==> src/rtl/countdown_timer.sv <==
// countdown_timer: game-round seconds countdown (0..99) with start/pause/load control
// and a one-cycle expiry pulse when counting reaches zero.
module countdown_timer #(
    parameter int TICK_DIV = 100_000_000,
    parameter int INIT_SEC = 60
) (
    input  logic       clk,
    input  logic       rst,
    input  logic       start,
    input  logic       pause,
    input  logic       load,
    input  logic [7:0] load_val,
    output logic [7:0] num,
    output logic       running,
    output logic       expired,
    output logic       done
);
    localparam int PW = (TICK_DIV > 1) ? $clog2(TICK_DIV) : 1;
    localparam logic [PW-1:0] PRE_MAX = PW'(TICK_DIV - 1);
    typedef enum logic [1:0] {IDLE, RUN, PAUSE, DONE} state_t;
    state_t        r_state;
    logic [PW-1:0] r_pre;
    logic [7:0]    r_num;
    logic          r_running;
    logic          r_expired;
    logic          r_done;
    logic [7:0]    w_sat;
    logic          w_tick;
    assign w_sat  = (load_val > 8'd99) ? 8'd99 : load_val;
    assign w_tick = r_pre == PRE_MAX;
    always_ff @(posedge clk) begin
        if (rst) begin
            r_state   <= IDLE;
            r_pre     <= '0;
            r_num     <= 8'(INIT_SEC);
            r_running <= 1'b0;
            r_expired <= 1'b0;
            r_done    <= 1'b0;
        end else begin
            r_expired <= 1'b0;
            case (r_state)
                IDLE: begin
                    if (load) begin
                        r_num <= w_sat;
                    end else if (start && r_num != 8'd0) begin
                        r_state   <= RUN;
                        r_pre     <= '0;
                        r_running <= 1'b1;
                    end
                end
                RUN: begin
                    // pause outranks a tick landing in the same cycle
                    if (pause) begin
                        r_state   <= PAUSE;
                        r_running <= 1'b0;
                    end else if (w_tick) begin
                        r_pre <= '0;
                        r_num <= r_num - 8'd1;
                        if (r_num == 8'd1) begin
                            r_state   <= DONE;
                            r_running <= 1'b0;
                            r_done    <= 1'b1;
                            r_expired <= 1'b1;
                        end
                    end else begin
                        r_pre <= r_pre + 1'b1;
                    end
                end
                PAUSE: begin
                    if (load) begin
                        r_num   <= w_sat;
                        r_pre   <= '0;
                        r_state <= IDLE;
                    end else if (start) begin
                        r_state   <= RUN;
                        r_running <= 1'b1;
                    end
                end
                DONE: begin
                    if (load) begin
                        r_num   <= w_sat;
                        r_state <= IDLE;
                        r_done  <= 1'b0;
                    end
                end
                default: r_state <= IDLE;
            endcase
        end
    end
    assign num     = r_num;
    assign running = r_running;
    assign expired = r_expired;
    assign done    = r_done;
endmodule

==> config.mk <==
export PLATFORM = sky130hd
export DESIGN_NAME = countdown_timer
export DESIGN_NICKNAME = d
export VERILOG_FILES = /design/src/rtl/countdown_timer.sv
export SDC_FILE = /design/constraint.sdc
export NUM_CORES = 1
export LEC_CHECK = 0
export BUFFER_PORTS_ARGS = -buffer_cell sky130_fd_sc_hd__buf_2
export CAP_MARGIN = 20
export CORE_UTILIZATION = 50
export DETAILED_ROUTE_END_ITERATION = 10
export PLACE_DENSITY = 0.79
export SETUP_SLACK_MARGIN = 0.3
export SLEW_MARGIN = 5
export SYNTH_ARGS = -nofsm -noshare
export SYNTH_HDL_FRONTEND = slang
export SYNTH_SLANG_ARGS = --single-unit
==> constraint.sdc <==
create_clock -name clk -period 2.5 [get_ports clk]
set_clock_uncertainty 0.1 [all_clocks]
set_input_delay 0.5 -clock clk [delete_from_list [all_inputs] [get_ports clk]]
set_output_delay 0.5 -clock clk [all_outputs]
set_load 0.005 [all_outputs]
* Yosys cells after proc, flatten, opt, wreduce, memory -nomap -nowiden
Cells that the tools add are included.
** Storage, ports and cells
- Bits in registers :: 40
- Latch bits :: 0
- Bits in writable memories :: 0
- ROM bits :: 0
- Bits of input ports :: 13
- Output and inout bits :: 11
- Word-level logic and storage cells :: 75
- Memories :: 0
** Operators by class
- $add $sub $neg :: 2
- Multipliers :: 0
- Div/mod/pow operators :: 0
- $lt $le $gt $ge :: 1
- Eq/ne operators :: 18
- Shifts and indexed selects :: 0
- Multiplexer cells :: 34
- Bitwise logic cells :: 2
- Reductions and logical operators :: 12
** Operators with widths (count)
- $mux 27 :: 5
- $pmux 27 s3 :: 1
- $mux 8 :: 4
- $add 27x1->27 const B :: 1
- $eq 27x27->1 const B :: 1
- $ne 2x2->1 const B :: 9
- $mux 2 :: 8
- $pmux 8 s2 :: 1
- $mux 1 :: 12
- $reduce_and 5->1 :: 2
- $ne 3x3->1 const B :: 3
- $eq 8x1->1 const B :: 1
- $gt 8x7->1 const B :: 1
- $pmux 2 s4 :: 1
- $reduce_bool 8->1 :: 1
- $sub 8x1->8 const B :: 1
- $reduce_and 7->1 :: 1
- $reduce_and 6->1 :: 1
- $eq 2x2->1 const B :: 2
- $reduce_or 4->1 :: 1
- $pmux 1 s3 :: 1
- $reduce_and 3->1 :: 1
- $reduce_bool 3->1 :: 1
- $reduce_or 3->1 :: 1
- other kinds (7) :: 8

* Logic depth before layout (Yosys ltp)
Gate-level depths: netlist of run 1.
- Word-level depth :: 5
- Depth in mapped cells :: 9
- Depth with buffers taken out :: 7

* Worst setup path after synthesis of run 1
Ideal clock, no wire load.
- Path kind :: register to register
- Start :: register r_pre[0]
- End :: register r_num[5] (netlist: num[5])
- Setup time :: 0.122 ns
- Arrival time :: 1.994 ns
- Data required time :: 2.278 ns
- Setup slack :: 0.284 ns
- Cell stages (with the launch flop) :: 8
- Path buffers :: 1
- Period minus slack after synthesis :: 2.216 ns
- Cells stage by stage :: dfxtp_1 > ha_1 > nor4b_2 > nand4_1 > or4_1 > clkbuf_1 > and3_1 > a311o_1
** Between the ends
- Cells in the longest elaborated chain, start to end :: 3
** RTL lines
- from (decl) :: line 22 : logic [PW-1:0] r_pre;
- from (signal assigned) :: line 66 : r_pre <= r_pre + 1'b1;
- $eq 27x27->1 :: line 30 : assign w_tick = r_pre == PRE_MAX;
- $ne 2x2->1 (no source line)
- $reduce_and 3->1 (no source line)
- to (signal assigned) :: line 35 : r_num <= 8'(INIT_SEC);
- to (signal assigned) :: line 44 : r_num <= w_sat;
- to (signal assigned) :: line 58 : r_num <= r_num - 8'd1;
- to (decl) :: line 23 : logic [7:0] r_num;
No other way between the ends.
A chain may end at the register's enable or synchronous reset.

* Worst setup path after layout of run 1
- Start :: register r_num[0] (netlist: num[0])
- End :: register r_pre[1]
** Between the ends
- Cells in the longest elaborated chain, start to end :: 4
** RTL lines
- $reduce_bool 8->1 :: line 45 : end else if (start && r_num != 8'd0) begin
- $logic_and 1x1->1 :: line 45
- $ne 2x2->1 (no source line)
- $reduce_and 5->1 (no source line)
No other way between the ends.

==> flow_summary.html, run 1 <==
<table>
<tr><th>Metric</th><th>Value</th></tr>
<tr><th colspan="2">STA</th></tr>
<tr><td>Tmin final</td><td>2.28 ns</td></tr>
<tr><td>Post-route fraction of the period consumed by the critical path</td><td>0.913</td></tr>
<tr><td>Achievable Freq</td><td>438 MHz</td></tr>
<tr><td>Final hold viol count</td><td>0</td></tr>
<tr><td>Final max-slew violation count</td><td>0</td></tr>
<tr><td>Final-report setup violation count</td><td>0</td></tr>
<tr><td>Slew Limit Headroom</td><td>0.600</td></tr>
<tr><td>Slew at the pin with the worst max-slew slack</td><td>0.599 ns</td></tr>
<tr><td>Setup repair after global routing missed its margin</td><td>true</td></tr>
<tr><th colspan="2">Route</th></tr>
<tr><td>Number of vias after detailed routing</td><td>2456</td></tr>
<tr><td>Final WL</td><td>6.93 mm</td></tr>
<tr><td>Average via count per standard cell</td><td>6.57</td></tr>
<tr><td>ANT nets after route</td><td>0</td></tr>
<tr><td>First-pass iteration count of the detailed router</td><td>5</td></tr>
<tr><td>Remaining design rule violation count</td><td>0</td></tr>
<tr><td>1st-iter DRT viols</td><td>318</td></tr>
<tr><td>Detailed-route wire length per cell</td><td>18.5 µm</td></tr>
<tr><th colspan="2">Pwr</th></tr>
<tr><td>Leakage power</td><td>1.06 nW</td></tr>
<tr><td>Overall power of the completed layout</td><td>1.50 mW</td></tr>
<tr><td>Power density of the placed cells</td><td>502 nW/µm²</td></tr>
<tr><td>Worst-case vdd ir drop</td><td>0.270 mV</td></tr>
<tr><th colspan="2">Clocking</th></tr>
<tr><td>Root buffer selected by CTS</td><td>clkbuf_8</td></tr>
<tr><td>Worst-skew pair later-pin latency</td><td>0.30 ns</td></tr>
<tr><td>Cts bufs inserted</td><td>5</td></tr>
<tr><td>CTS max path bufs</td><td>2</td></tr>
<tr><td>Maximum level of the CTS H-tree</td><td>2</td></tr>
<tr><td># clock sinks</td><td>40</td></tr>
<tr><td>Clock slew seen by the registers of the worst setup and hold paths</td><td>0.09 ns</td></tr>
<tr><td>Clock tree from TritonCTS</td><td>built</td></tr>
<tr><td>Post-CTS Hold Fix Bufs</td><td>0</td></tr>
<tr><th colspan="2">Floorplanning</th></tr>
<tr><td>Initial core utilization</td><td>0.524</td></tr>
<tr><td>Die X</td><td>69.5 µm</td></tr>
<tr><td>Number of rows created at floorplan</td><td>24</td></tr>
<tr><td>Die Y-Extent</td><td>69.5 µm</td></tr>
<tr><td>Area of the core</td><td>4350 µm²</td></tr>
<tr><td>Die Area</td><td>4830 µm²</td></tr>
<tr><td>I/O Pins</td><td>24</td></tr>
<tr><th colspan="2">Logic synthesis</th></tr>
<tr><td>Adder and majority gate portion of the synthesized area</td><td>0.0220</td></tr>
<tr><td>Gate count of the mapped netlist</td><td>285</td></tr>
<tr><td>Share of the synthesized area in the top cell type</td><td>0.351</td></tr>
<tr><td>Unique cell type count in the Yosys netlist</td><td>48</td></tr>
<tr><td>Mapped cell area</td><td>2280 µm²</td></tr>
<tr><td>Area contributors post-synth</td><td>dfxtp_1 (35%), or3_1 (4.9%), a21oi_1 (4.6%), o21ai_0 (4.4%), nand4_1 (4.1%)</td></tr>
<tr><td>Xor and xnor area share after synthesis</td><td>0.0384</td></tr>
<tr><td>Warning count from the yosys run</td><td>0</td></tr>
<tr><td>Avg Inst Size Synth</td><td>8.00 µm²</td></tr>
<tr><td>Dominant cell by count in the synthesized netlist</td><td>dfxtp_1</td></tr>
<tr><td>Share of flip-flops with an asynchronous set or reset after synthesis</td><td>0</td></tr>
<tr><td>Compound-gate portion of the synthesized area</td><td>0.179</td></tr>
<tr><td>Synth Area in Simple Gates</td><td>0.356</td></tr>
<tr><td>Post-synthesis register bit count</td><td>40</td></tr>
<tr><td>Combinational family with the most area after synthesis</td><td>simple AND/OR/NAND/NOR gates</td></tr>
<tr><td>Syn_nets</td><td>302</td></tr>
<tr><td>Most instantiated cells after synthesis</td><td>dfxtp_1 (40), a21oi_1 (21), o21ai_0 (20), or3_1 (18), nor2_1 (17)</td></tr>
<tr><td>Number of flops mapped to enable cells by yosys</td><td>0</td></tr>
<tr><td>Prevailing post-synth register cell</td><td>dfxtp_1</td></tr>
<tr><td>Sequential element share of the synthesized area</td><td>0.351</td></tr>
<tr><td>Share of synthesized area spent on multiplexers</td><td>0.00439</td></tr>
<tr><td>Cell type with the largest total area after synthesis</td><td>dfxtp_1</td></tr>
<tr><th colspan="2">Global route</th></tr>
<tr><td>Total grt overflow</td><td>0</td></tr>
<tr><td>Overall global routing resource usage</td><td>0.233</td></tr>
<tr><td>Via count of the first global-routing pass</td><td>1958</td></tr>
<tr><td>Number of antenna violations at the first check in global routing</td><td>0</td></tr>
<tr><td>Largest net degree at the start of global routing</td><td>28</td></tr>
<tr><td>Global-route wire length before repair</td><td>9.15 mm</td></tr>
<tr><th colspan="2">Cells and area</th></tr>
<tr><td>Layout overhead on the synthesized area</td><td>30.8%</td></tr>
<tr><td>Number of antenna diodes</td><td>0</td></tr>
<tr><td>Final core area utilization</td><td>0.685</td></tr>
<tr><td># fillers</td><td>314</td></tr>
<tr><td>Register cell area after layout</td><td>810 µm²</td></tr>
<tr><td>Net total in the final layout</td><td>338</td></tr>
<tr><td>Area of combinational cells with multiple inputs</td><td>1540 µm²</td></tr>
<tr><td>Fraction of final layout cells with drive strength greater than 1</td><td>0.323</td></tr>
<tr><th colspan="2">Setup path</th></tr>
<tr><td>Most common cell type on the critical path</td><td>nor3_4</td></tr>
<tr><td>Delay of the slowest critical-path stage</td><td>0.48 ns</td></tr>
<tr><td>Critical path endpoint category</td><td>register</td></tr>
<tr><td>Arrival time at the worst endpoint</td><td>2.41 ns</td></tr>
<tr><td>List of cells traversed by the critical path</td><td>inv_4 -&gt; ha_4 -&gt; or4b_4 -&gt; nor3_4 -&gt; buf_6 -&gt; nor3_4 -&gt; a21o_4 -&gt; clkbuf_16 -&gt; a21oi_1</td></tr>
<tr><td>Cell with the largest stage delay on the worst path</td><td>or4b_4</td></tr>
<tr><td>Worst Path Buf+Inv</td><td>3</td></tr>
<tr><td>Family with the most delay on the worst path</td><td>simple AND/OR/NAND/NOR gates</td></tr>
<tr><td>CP Launch Type</td><td>register</td></tr>
<tr><td>Largest fanout on the critical path</td><td>13</td></tr>
<tr><td>Required @ worst endpoint</td><td>2.62 ns</td></tr>
<tr><td>Type of the worst setup path</td><td>reg2reg</td></tr>
<tr><th colspan="2">Min path</th></tr>
<tr><td>Class of the most critical hold timing path</td><td>reg2reg</td></tr>
<tr><th colspan="2">Run</th></tr>
<tr><td># Max-Cap Violations</td><td>0</td></tr>
<tr><th colspan="2">Placed design</th></tr>
<tr><td>Sum of net half-perimeters after detailed placement</td><td>3.77 mm</td></tr>
<tr><td>Global placer's final weighted congestion</td><td>0.910</td></tr>
<tr><td>Number of buffers inserted by port buffering</td><td>23</td></tr>
<tr><th colspan="2">Run status</th></tr>
<tr><td>Outcome</td><td>finished clean</td></tr>
</table>
==> cell type report <==
class / instances / area share
Clock buffer: 7 / 0.0323
Clock inverter: 1 / 0.0101
Inverter: 7 / 0.00965
Multi-Input combinational cell: 218 / 0.516
Sequential cell: 40 / 0.271
Tap cell: 52 / 0.0218
Timing Repair Buffer: 49 / 0.139
==> cell usage in the layout (no fill, tap or decap), drive strengths merged, types with 3 or more instances in the layout <==
master	count
buf	45
dfxtp	40
a21oi	21
o21ai	20
or3	18
nor2	17
nand4	15
nand2	14
and3	14
nand3	11
nor4	11
clkbuf	11
xnor2	10
and2	8
inv	7
nor3	7
and4	4
ha	4
nand2b	3
nor2b	3
a31o	3
nand3b	3
a31oi	3
a21o	3
==> through the flow <==
stage	hold WS (ns)	setup WS, ns	area (µm²)	instances	setup TNS (ns)
after floorplan	0.354	0.312	2280	285	0
after global placement	0.361	-0.0548	2470	352	-1.33
after detailed placement	0.366	-0.144	2470	352	-3.22
after CTS	0.379	0.301	2620	360	0
after global routing	0.405	0.185	2980	374	0
final	0.376	0.218	2980	374	0
==> registers in the layout, indices dropped and copies added (netlist names) <==
signal / count
done: 1
expired: 1
num: 8
r_pre: 27
r_state: 2
running: 1
==> report_power, final <==
group	internal (mW)	switching, mW	total, mW
Sequential	0.653	0.0214	0.674
Clock	0.353	0.239	0.591
Combinational	0.110	0.122	0.232
Total	1.12	0.382	1.50
==> worst register-to-register path, stage by stage, from the launching register on <==
cell and delay, ns:
dfxtp_4 0.36, inv_4 0.07, ha_4 0.12, or4b_4 0.48
nor3_4 0.29, buf_6 0.15, nor3_4 0.05, a21o_4 0.27
clkbuf_16 0.18, a21oi_1 0.14
==> repair_timing <==
action / in CTS / in global routing
setup endpoints to repair: 31 / 33
setup buffers: 0 / 8
pin swaps: 1 / 16
resized for setup: 6 / 52
gates cloned: 0 / 6
==> metal layers <==
layer	wire, µm	global-route usage	share of wire
met1	2870	0.328	0.41
met2	3360	0.354	0.48
met3	538	0.0567	0.078
met4	166	0.0612	0.024
met5	0	0	0
==> path summary, 6_finish.rpt <==
kind,startpoint,end,slack (ns),depth (start not counted)
max,num[0],r_pre[1],0.22,9
min,running,running,0.38,2
max reg2reg,num[0],r_pre[1],0.22,9
min reg2reg,running,running,0.38,2
==> logic make-up (layout without fill, tap and decap cells) <==
| kind of cell | count (synthesis) | after routing |
|---|---|---|
| adder cells (fa/ha/maj) | 4 | 4 |
| multiplexers | 1 | 1 |
| AND/OR/NAND/NOR | 137 | 137 |
| XOR/XNOR | 10 | 10 |
| AO/OA/AOI/OAI | 66 | 66 |
| flip-flops | 40 | 40 |
| buffers and inverters | 27 | 64 |
No activity file was read; power rests on OpenSTA's default activity.
==> run 2, diff against run 1 <==
--- a/config.mk
+++ b/config.mk
@@ -9,7 +9,7 @@
 export CAP_MARGIN = 20
 export CORE_UTILIZATION = 50
 export DETAILED_ROUTE_END_ITERATION = 10
-export PLACE_DENSITY = 0.79
+export PLACE_DENSITY = 0.73
 export SETUP_SLACK_MARGIN = 0.3
 export SLEW_MARGIN = 5
 export SYNTH_ARGS = -nofsm -noshare
==> flow_summary.html, run 2 (same netlist as run 1, synthesis figures left out) <==
<table>
<tr><th>Metric</th><th>Value</th></tr>
<tr><th colspan="2">Global route</th></tr>
<tr><td>Overall global routing resource usage</td><td>0.236 (+0.00384)</td></tr>
<tr><td>Global-route wire length before repair</td><td>9.42 mm (+2.9%)</td></tr>
<tr><td>Via count of the first global-routing pass</td><td>1904 (-2.8%)</td></tr>
<tr><td>Largest net degree at the start of global routing</td><td>28 (unchanged)</td></tr>
<tr><td>Number of antenna violations at the first check in global routing</td><td>0 (unchanged)</td></tr>
<tr><td>Total grt overflow</td><td>0 (unchanged)</td></tr>
<tr><th colspan="2">Pwr</th></tr>
<tr><td>Leakage power</td><td>0.986 nW (-6.7%)</td></tr>
<tr><td>Internal</td><td>959 µW (-14%)</td></tr>
<tr><td>Switching power total</td><td>344 µW (-9.9%)</td></tr>
<tr><td>Switching share of total power</td><td>0.264 (+0.00904)</td></tr>
<tr><td>Worst-case vdd ir drop</td><td>0.239 mV (-11%)</td></tr>
<tr><td>Proportion of power drawn by flip-flops and latches</td><td>0.514 (+0.064)</td></tr>
<tr><td>Power density of the placed cells</td><td>468 nW/µm² (-6.7%)</td></tr>
<tr><td>Part of the total power dissipated in combinational logic</td><td>0.143 (-0.012)</td></tr>
<tr><td>Part of the power in the clock network</td><td>0.343 (-0.052)</td></tr>
<tr><th colspan="2">Route</th></tr>
<tr><td>Average via count per standard cell</td><td>6.21 (-5.5%)</td></tr>
<tr><td>First-pass iteration count of the detailed router</td><td>5 (unchanged)</td></tr>
<tr><td>1st-iter DRT viols</td><td>288 (-9.4%)</td></tr>
<tr><td>ANT nets after route</td><td>0 (unchanged)</td></tr>
<tr><td>Remaining design rule violation count</td><td>0 (unchanged)</td></tr>
<tr><td>Detailed-route wire length per cell</td><td>15.9 µm (-14%)</td></tr>
<tr><td>Final WL</td><td>5.90 mm (-15%)</td></tr>
<tr><td>Number of vias after detailed routing</td><td>2303 (-6.2%)</td></tr>
<tr><th colspan="2">Cells and area</th></tr>
<tr><td>Max FFs per register</td><td>27 (unchanged)</td></tr>
<tr><td>Net total in the final layout</td><td>335 (-0.89%)</td></tr>
<tr><td>Final core area utilization</td><td>0.639 (-0.0457)</td></tr>
<tr><td>Most common library cell in the layout ignoring fill and taps</td><td>dfxtp_1</td></tr>
<tr><td>Number of antenna diodes</td><td>0 (unchanged)</td></tr>
<tr><td>Fraction of final layout cells with drive strength greater than 1</td><td>0.251 (-0.0722)</td></tr>
<tr><td>Layout overhead on the synthesized area</td><td>22.1%</td></tr>
<tr><td># fillers</td><td>363 (+16%)</td></tr>
<tr><td>Most frequent cells in the layout</td><td>dfxtp_1 (36), buf_2 (23), o21ai_0 (20)</td></tr>
<tr><td>Register bank with the most flops</td><td>r_pre</td></tr>
<tr><th colspan="2">STA</th></tr>
<tr><td>Slew at the pin with the worst max-slew slack</td><td>0.515 ns (-0.0833 ns)</td></tr>
<tr><td>PnR worst setup slack</td><td>0.358 ns (+0.141 ns)</td></tr>
<tr><td>Achievable Freq</td><td>467 MHz (+6.6%)</td></tr>
<tr><td>Tmin final</td><td>2.14 ns (-0.141 ns)</td></tr>
<tr><td>Final max-slew violation count</td><td>0 (unchanged)</td></tr>
<tr><td>Final hold viol count</td><td>0 (unchanged)</td></tr>
<tr><td>Setup repair after global routing missed its margin</td><td>true</td></tr>
<tr><td>Final-report setup violation count</td><td>0 (unchanged)</td></tr>
<tr><td>Slew Limit Headroom</td><td>0.653 (+0.0536)</td></tr>
<tr><td>Post-route fraction of the period consumed by the critical path</td><td>0.857 (-0.0562)</td></tr>
<tr><td>Setup TNS</td><td>0 ns (unchanged)</td></tr>
<tr><th colspan="2">Clocking</th></tr>
<tr><td>Clock tree from TritonCTS</td><td>built</td></tr>
<tr><td>CTS max path bufs</td><td>2 (unchanged)</td></tr>
<tr><td>Post-CTS Hold Fix Bufs</td><td>0 (unchanged)</td></tr>
<tr><td>Maximum level of the CTS H-tree</td><td>2 (unchanged)</td></tr>
<tr><td>Root buffer selected by CTS</td><td>clkbuf_8</td></tr>
<tr><td>Worst-skew pair later-pin latency</td><td>0.28 ns (-0.02 ns)</td></tr>
<tr><td>Clock slew seen by the registers of the worst setup and hold paths</td><td>0.08 ns (about the same)</td></tr>
<tr><td># clock sinks</td><td>40 (unchanged)</td></tr>
<tr><td>Cts bufs inserted</td><td>5 (unchanged)</td></tr>
<tr><th colspan="2">Placed design</th></tr>
<tr><td>Post-placement setup slack</td><td>0.249 ns (+0.393 ns)</td></tr>
<tr><td>Number of buffers inserted by port buffering</td><td>23 (unchanged)</td></tr>
<tr><td>Global placer's final weighted congestion</td><td>0.870 (-4.3%)</td></tr>
<tr><td>Sum of net half-perimeters after detailed placement</td><td>3.84 mm (+1.7%)</td></tr>
<tr><th colspan="2">Floorplanning</th></tr>
<tr><td>Die Y-Extent</td><td>69.5 µm (unchanged)</td></tr>
<tr><td>Die X</td><td>69.5 µm (unchanged)</td></tr>
<tr><td>Number of rows created at floorplan</td><td>24 (unchanged)</td></tr>
<tr><td>Initial core utilization</td><td>0.524 (unchanged)</td></tr>
<tr><td>Die Area</td><td>4830 µm² (unchanged)</td></tr>
<tr><td>I/O Pins</td><td>24 (unchanged)</td></tr>
<tr><td>Area of the core</td><td>4350 µm² (unchanged)</td></tr>
<tr><th colspan="2">Setup path</th></tr>
<tr><td>Type of the worst setup path</td><td>reg2reg</td></tr>
<tr><td>Largest fanout on the critical path</td><td>7 (-6)</td></tr>
<tr><td>Arrival time at the worst endpoint</td><td>2.26 ns (-0.15 ns)</td></tr>
<tr><td>Critical path endpoint category</td><td>register</td></tr>
<tr><td>Required @ worst endpoint</td><td>2.62 ns (about the same)</td></tr>
<tr><td>CP Launch Type</td><td>register</td></tr>
<tr><th colspan="2">Min path</th></tr>
<tr><td>Class of the most critical hold timing path</td><td>reg2reg</td></tr>
<tr><th colspan="2">Run status</th></tr>
<tr><td>Outcome</td><td>finished clean</td></tr>
<tr><th colspan="2">Run</th></tr>
<tr><td># Max-Cap Violations</td><td>0 (unchanged)</td></tr>
</table>
[run 2: cell types whose count changed in the layout (fill, tap and decap cells not counted), sizes merged]
cell and delta:
buf +1, clkbuf -4, bufinv -1, clkinvlp +1
[run 2: repair_timing]
| action | 4_1_cts | 5_1_grt |
|---|---|---|
| endpoints found under the setup margin | 11 | 17 |
| gates resized for setup | 4 | 22 |
| pin swaps | 1 | 10 |
| gates cloned | 0 | 0 |
| buffers inserted | 0 | 4 |
[run 2: through the flow]
step | cell area [µm²] | hold slack, ns | power (mW) | instances
6_report | 2780 | 0.393 | 1.30 | 371
5_1_grt | 2780 | 0.419 | 1.37 | 371
4_1_cts | 2660 | 0.396 | 1.30 | 367
3_5_place_dp | 2540 | 0.385 | 0.848 | 359
3_3_place_gp | 2540 | 0.365 | 0.847 | 359
2_1_floorplan | 2280 | 0.354 | 0.775 | 285
[run 2: final cells by class]
cell class                 instances  area (µm²)  share of cell area
clock buffer                       7        86.3              0.0310
sequential                        40         806               0.289
timing repair buffer              46         320               0.115
tap                               52        65.1              0.0234
clock inverter                     1        7.51             0.00270
multi-input combinational        218        1470               0.529
inverter                           7        26.3             0.00944
[run 2: critical path, stage by stage, from the launching register on]
cell     delay (ns)
dfxtp_1        0.45
and4_1         0.27
nand4_1        0.21
or4_4          0.53
or3_1          0.36
a31oi_1        0.15
[run 2: path summary, 6_finish.rpt]
| path | from | end | slack [ns] | depth (start not counted) |
|---|---|---|---|---|
| max reg2reg | r_pre[2] | num[6] | 0.36 | 5 |
| min | r_pre[26] | r_pre[26] | 0.39 | 2 |
| max | r_pre[2] | num[6] | 0.36 | 5 |
| min reg2reg | r_pre[26] | r_pre[26] | 0.39 | 2 |
[run 2: power by group through the flow]
stage	Sequential, mW	Combinational, mW	Clock [mW]
after floorplan	0.682	0.0940	0
after global placement	0.682	0.165	0
after detailed placement	0.682	0.167	0
after CTS	0.667	0.172	0.462
after global routing	0.673	0.203	0.492
final	0.670	0.186	0.448
[run 2: routing by layer]
layer	share of wire	vias up	track usage
met4	0.0068	0	0.0794
met2	0.48	69	0.340
met1	0.47	1094	0.359
li1	-	1136	-
met3	0.045	4	0.0320
met5	0	-	0
==> run 3, diff against run 2 <==
==> constraint.sdc (replaced) <==
create_clock -name clk -period 2.5 [get_ports clk]
set_clock_uncertainty 0.1 [all_clocks]
set_input_delay 0.375 -clock clk [delete_from_list [all_inputs] [get_ports clk]]
set_output_delay 0.375 -clock clk [all_outputs]
set_load 0.005 [all_outputs]
==> flow_summary.html, run 3 (same netlist as run 1, synthesis figures left out) <==
<table>
<tr><th>Metric</th><th>Value</th></tr>
<tr><th colspan="2">STA</th></tr>
<tr><td>Post-route fraction of the period consumed by the critical path</td><td>0.858 (+0.000906)</td></tr>
<tr><td>Final max-slew violation count</td><td>0 (unchanged)</td></tr>
<tr><td>Final hold viol count</td><td>0 (unchanged)</td></tr>
<tr><td>Slew at the pin with the worst max-slew slack</td><td>0.470 ns (-0.0456 ns)</td></tr>
<tr><td>Slew Limit Headroom</td><td>0.684 (+0.0307)</td></tr>
<tr><td>Setup TNS</td><td>0 ns (unchanged)</td></tr>
<tr><td>Final-report setup violation count</td><td>0 (unchanged)</td></tr>
<tr><td>Achievable Freq</td><td>466 MHz (-0.11%)</td></tr>
<tr><td>Setup repair after global routing missed its margin</td><td>true</td></tr>
<tr><td>Tmin final</td><td>2.14 ns (+0.00226 ns)</td></tr>
<tr><th colspan="2">Floorplanning</th></tr>
<tr><td>Area of the core</td><td>4350 µm² (unchanged)</td></tr>
<tr><td>Die Y-Extent</td><td>69.5 µm (unchanged)</td></tr>
<tr><td>Initial core utilization</td><td>0.524 (unchanged)</td></tr>
<tr><td>Number of rows created at floorplan</td><td>24 (unchanged)</td></tr>
<tr><td>Die Area</td><td>4830 µm² (unchanged)</td></tr>
<tr><td>Die X</td><td>69.5 µm (unchanged)</td></tr>
<tr><td>I/O Pins</td><td>24 (unchanged)</td></tr>
<tr><th colspan="2">Placed design</th></tr>
<tr><td>Placed inst area</td><td>2510 µm² (-1.4%)</td></tr>
<tr><td>Global placer's final weighted congestion</td><td>0.852 (-2.1%)</td></tr>
<tr><td>Sum of net half-perimeters after detailed placement</td><td>3.81 mm (-0.79%)</td></tr>
<tr><td>Number of buffers inserted by port buffering</td><td>23 (unchanged)</td></tr>
<tr><th colspan="2">Route</th></tr>
<tr><td>ANT nets after route</td><td>0 (unchanged)</td></tr>
<tr><td>First-pass iteration count of the detailed router</td><td>5 (unchanged)</td></tr>
<tr><td>Final WL</td><td>5.81 mm (-1.5%)</td></tr>
<tr><td>Number of vias after detailed routing</td><td>2295 (-0.35%)</td></tr>
<tr><td>1st-iter DRT viols</td><td>243 (-16%)</td></tr>
<tr><td>Detailed-route wire length per cell</td><td>15.6 µm (-1.8%)</td></tr>
<tr><td>Average via count per standard cell</td><td>6.17 (-0.62%)</td></tr>
<tr><td>Remaining design rule violation count</td><td>0 (unchanged)</td></tr>
<tr><th colspan="2">Clocking</th></tr>
<tr><td>CTS max path bufs</td><td>2 (unchanged)</td></tr>
<tr><td>Worst-skew pair later-pin latency</td><td>0.29 ns (about the same)</td></tr>
<tr><td>Clock slew seen by the registers of the worst setup and hold paths</td><td>0.08 ns (about the same)</td></tr>
<tr><td>Maximum level of the CTS H-tree</td><td>2 (unchanged)</td></tr>
<tr><td>Cts bufs inserted</td><td>5 (unchanged)</td></tr>
<tr><td>Root buffer selected by CTS</td><td>clkbuf_8</td></tr>
<tr><td># clock sinks</td><td>40 (unchanged)</td></tr>
<tr><td>Clock tree from TritonCTS</td><td>built</td></tr>
<tr><th colspan="2">Pwr</th></tr>
<tr><td>Overall power of the completed layout</td><td>1.59 mW (+22%)</td></tr>
<tr><td>Internal</td><td>1.23 mW (+29%)</td></tr>
<tr><td>Part of the total power dissipated in combinational logic</td><td>0.115 (-0.028)</td></tr>
<tr><td>Switching power total</td><td>357 µW (+3.7%)</td></tr>
<tr><td>Leakage power</td><td>1.02 nW (+3.6%)</td></tr>
<tr><td>Part of the power in the clock network</td><td>0.462 (+0.119)</td></tr>
<tr><td>Power density of the placed cells</td><td>558 nW/µm² (+19%)</td></tr>
<tr><td>Proportion of power drawn by flip-flops and latches</td><td>0.423 (-0.091)</td></tr>
<tr><td>Worst-case vdd ir drop</td><td>0.402 mV (+68%)</td></tr>
<tr><td>Switching share of total power</td><td>0.224 (-0.0397)</td></tr>
<tr><th colspan="2">Setup path</th></tr>
<tr><td>Arrival time at the worst endpoint</td><td>2.28 ns (+0.02 ns)</td></tr>
<tr><td>Startpoint of the most critical setup path</td><td>num[1]</td></tr>
<tr><td>Largest fanout on the critical path</td><td>7 (unchanged)</td></tr>
<tr><td>Required @ worst endpoint</td><td>2.63 ns (about the same)</td></tr>
<tr><td>Beginning of the worst register-to-register path</td><td>num[1]</td></tr>
<tr><td>Critical path endpoint category</td><td>register</td></tr>
<tr><td>CP Launch Type</td><td>register</td></tr>
<tr><td>Type of the worst setup path</td><td>reg2reg</td></tr>
<tr><th colspan="2">Min path</th></tr>
<tr><td>Worst min-delay path startpoint</td><td>load</td></tr>
<tr><td>Class of the most critical hold timing path</td><td>in2reg</td></tr>
<tr><th colspan="2">Global route</th></tr>
<tr><td>Number of antenna violations at the first check in global routing</td><td>0 (unchanged)</td></tr>
<tr><td>Largest net degree at the start of global routing</td><td>28 (unchanged)</td></tr>
<tr><td>Via count of the first global-routing pass</td><td>2038 (+7.0%)</td></tr>
<tr><td>Overall global routing resource usage</td><td>0.241 (+0.00431)</td></tr>
<tr><td>Total grt overflow</td><td>0 (unchanged)</td></tr>
<tr><td>Global-route wire length before repair</td><td>9.48 mm (+0.66%)</td></tr>
<tr><th colspan="2">Cells and area</th></tr>
<tr><td>Layout overhead on the synthesized area</td><td>25.0%</td></tr>
<tr><td>Max FFs per register</td><td>27 (unchanged)</td></tr>
<tr><td>Final core area utilization</td><td>0.654 (+0.0149)</td></tr>
<tr><td>Fraction of final layout cells with drive strength greater than 1</td><td>0.269 (+0.0180)</td></tr>
<tr><td>Most frequent cells in the layout</td><td>dfxtp_1 (33), buf_2 (23), o21ai_0 (20), buf_4 (20)</td></tr>
<tr><td>Fin area</td><td>2850 µm² (+2.3%)</td></tr>
<tr><td>Most common library cell in the layout ignoring fill and taps</td><td>dfxtp_1</td></tr>
<tr><td>Number of antenna diodes</td><td>0 (unchanged)</td></tr>
<tr><td>Register bank with the most flops</td><td>r_pre</td></tr>
<tr><td>Net total in the final layout</td><td>336 (+0.30%)</td></tr>
<tr><th colspan="2">Run status</th></tr>
<tr><td>Outcome</td><td>finished clean</td></tr>
<tr><th colspan="2">Run</th></tr>
<tr><td># Max-Cap Violations</td><td>0 (unchanged)</td></tr>
</table>
## run 3: changes by cell type in the layout (fill, tap and decap cells not counted), sizes merged
cell      delta
bufinv       +3
clkbuf       -2
clkinvlp     -1
buf          +1
## run 3: power by group through the flow
stage               Sequential, mW  Combinational, mW  Clock (mW)
finish                       0.673              0.183       0.735
global route                 0.675              0.202       0.773
CTS                          0.670              0.152       0.749
detailed placement           0.685              0.151           0
global placement             0.684              0.151           0
floorplan                    0.682             0.0940           0
## run 3: metrics by stage
| step | hold slack (ns) | setup WS, ns | std cells |
|---|---|---|---|
| 2_1_floorplan | 0.354 | 0.312 | 285 |
| 6_report | 0.279 | 0.356 | 372 |
| 4_1_cts | 0.265 | 0.286 | 364 |
| 5_1_grt | 0.288 | 0.236 | 372 |
| 3_3_place_gp | 0.362 | 0.267 | 356 |
| 3_5_place_dp | 0.376 | 0.221 | 356 |
## run 3: area by class of cell
type                    count  area, µm²
multi-input cells         218       1470
flip-flops and latches     40        812
clock buffers               5       68.8
clock inverters             3       90.1
inverters                   7       28.8
fillers                   373       1510
repair buffers             47        319
well taps                  52       65.1
## run 3: timing repair
action | in CTS | in global routing
hold buffers | 0 | 0
setup endpoints to repair | 21 | 31
pin swaps | 1 | 9
buffers inserted | 0 | 8
hold endpoints to repair | 0 | 0
resized for setup | 1 | 31
## run 3: per-layer routing
metal	vias to the layer above	track usage	part of all wire
met5	-	0	0
met4	0	0.0839	0.017
met3	9	0.0494	0.048
met2	75	0.360	0.46
met1	1076	0.342	0.48
li1	1135	-	-
## run 3: path summary, 6_finish.rpt
check        depth (start not counted)  slack [ns]  endpoint
max                                  9        0.36  r_pre[4]
min                                  2        0.28      done
min reg2reg                          2        0.39   running
max reg2reg                          9        0.36  r_pre[4]
## run 3: worst max-delay path: stages, from the launching register on
cell and delay, ns:
dfxtp_2 0.34, inv_2 0.09, ha_4 0.12, or4b_4 0.47
nor3_4 0.27, buf_6 0.17, nor4b_2 0.05, buf_4 0.16
a31o_4 0.23, a21oi_2 0.09
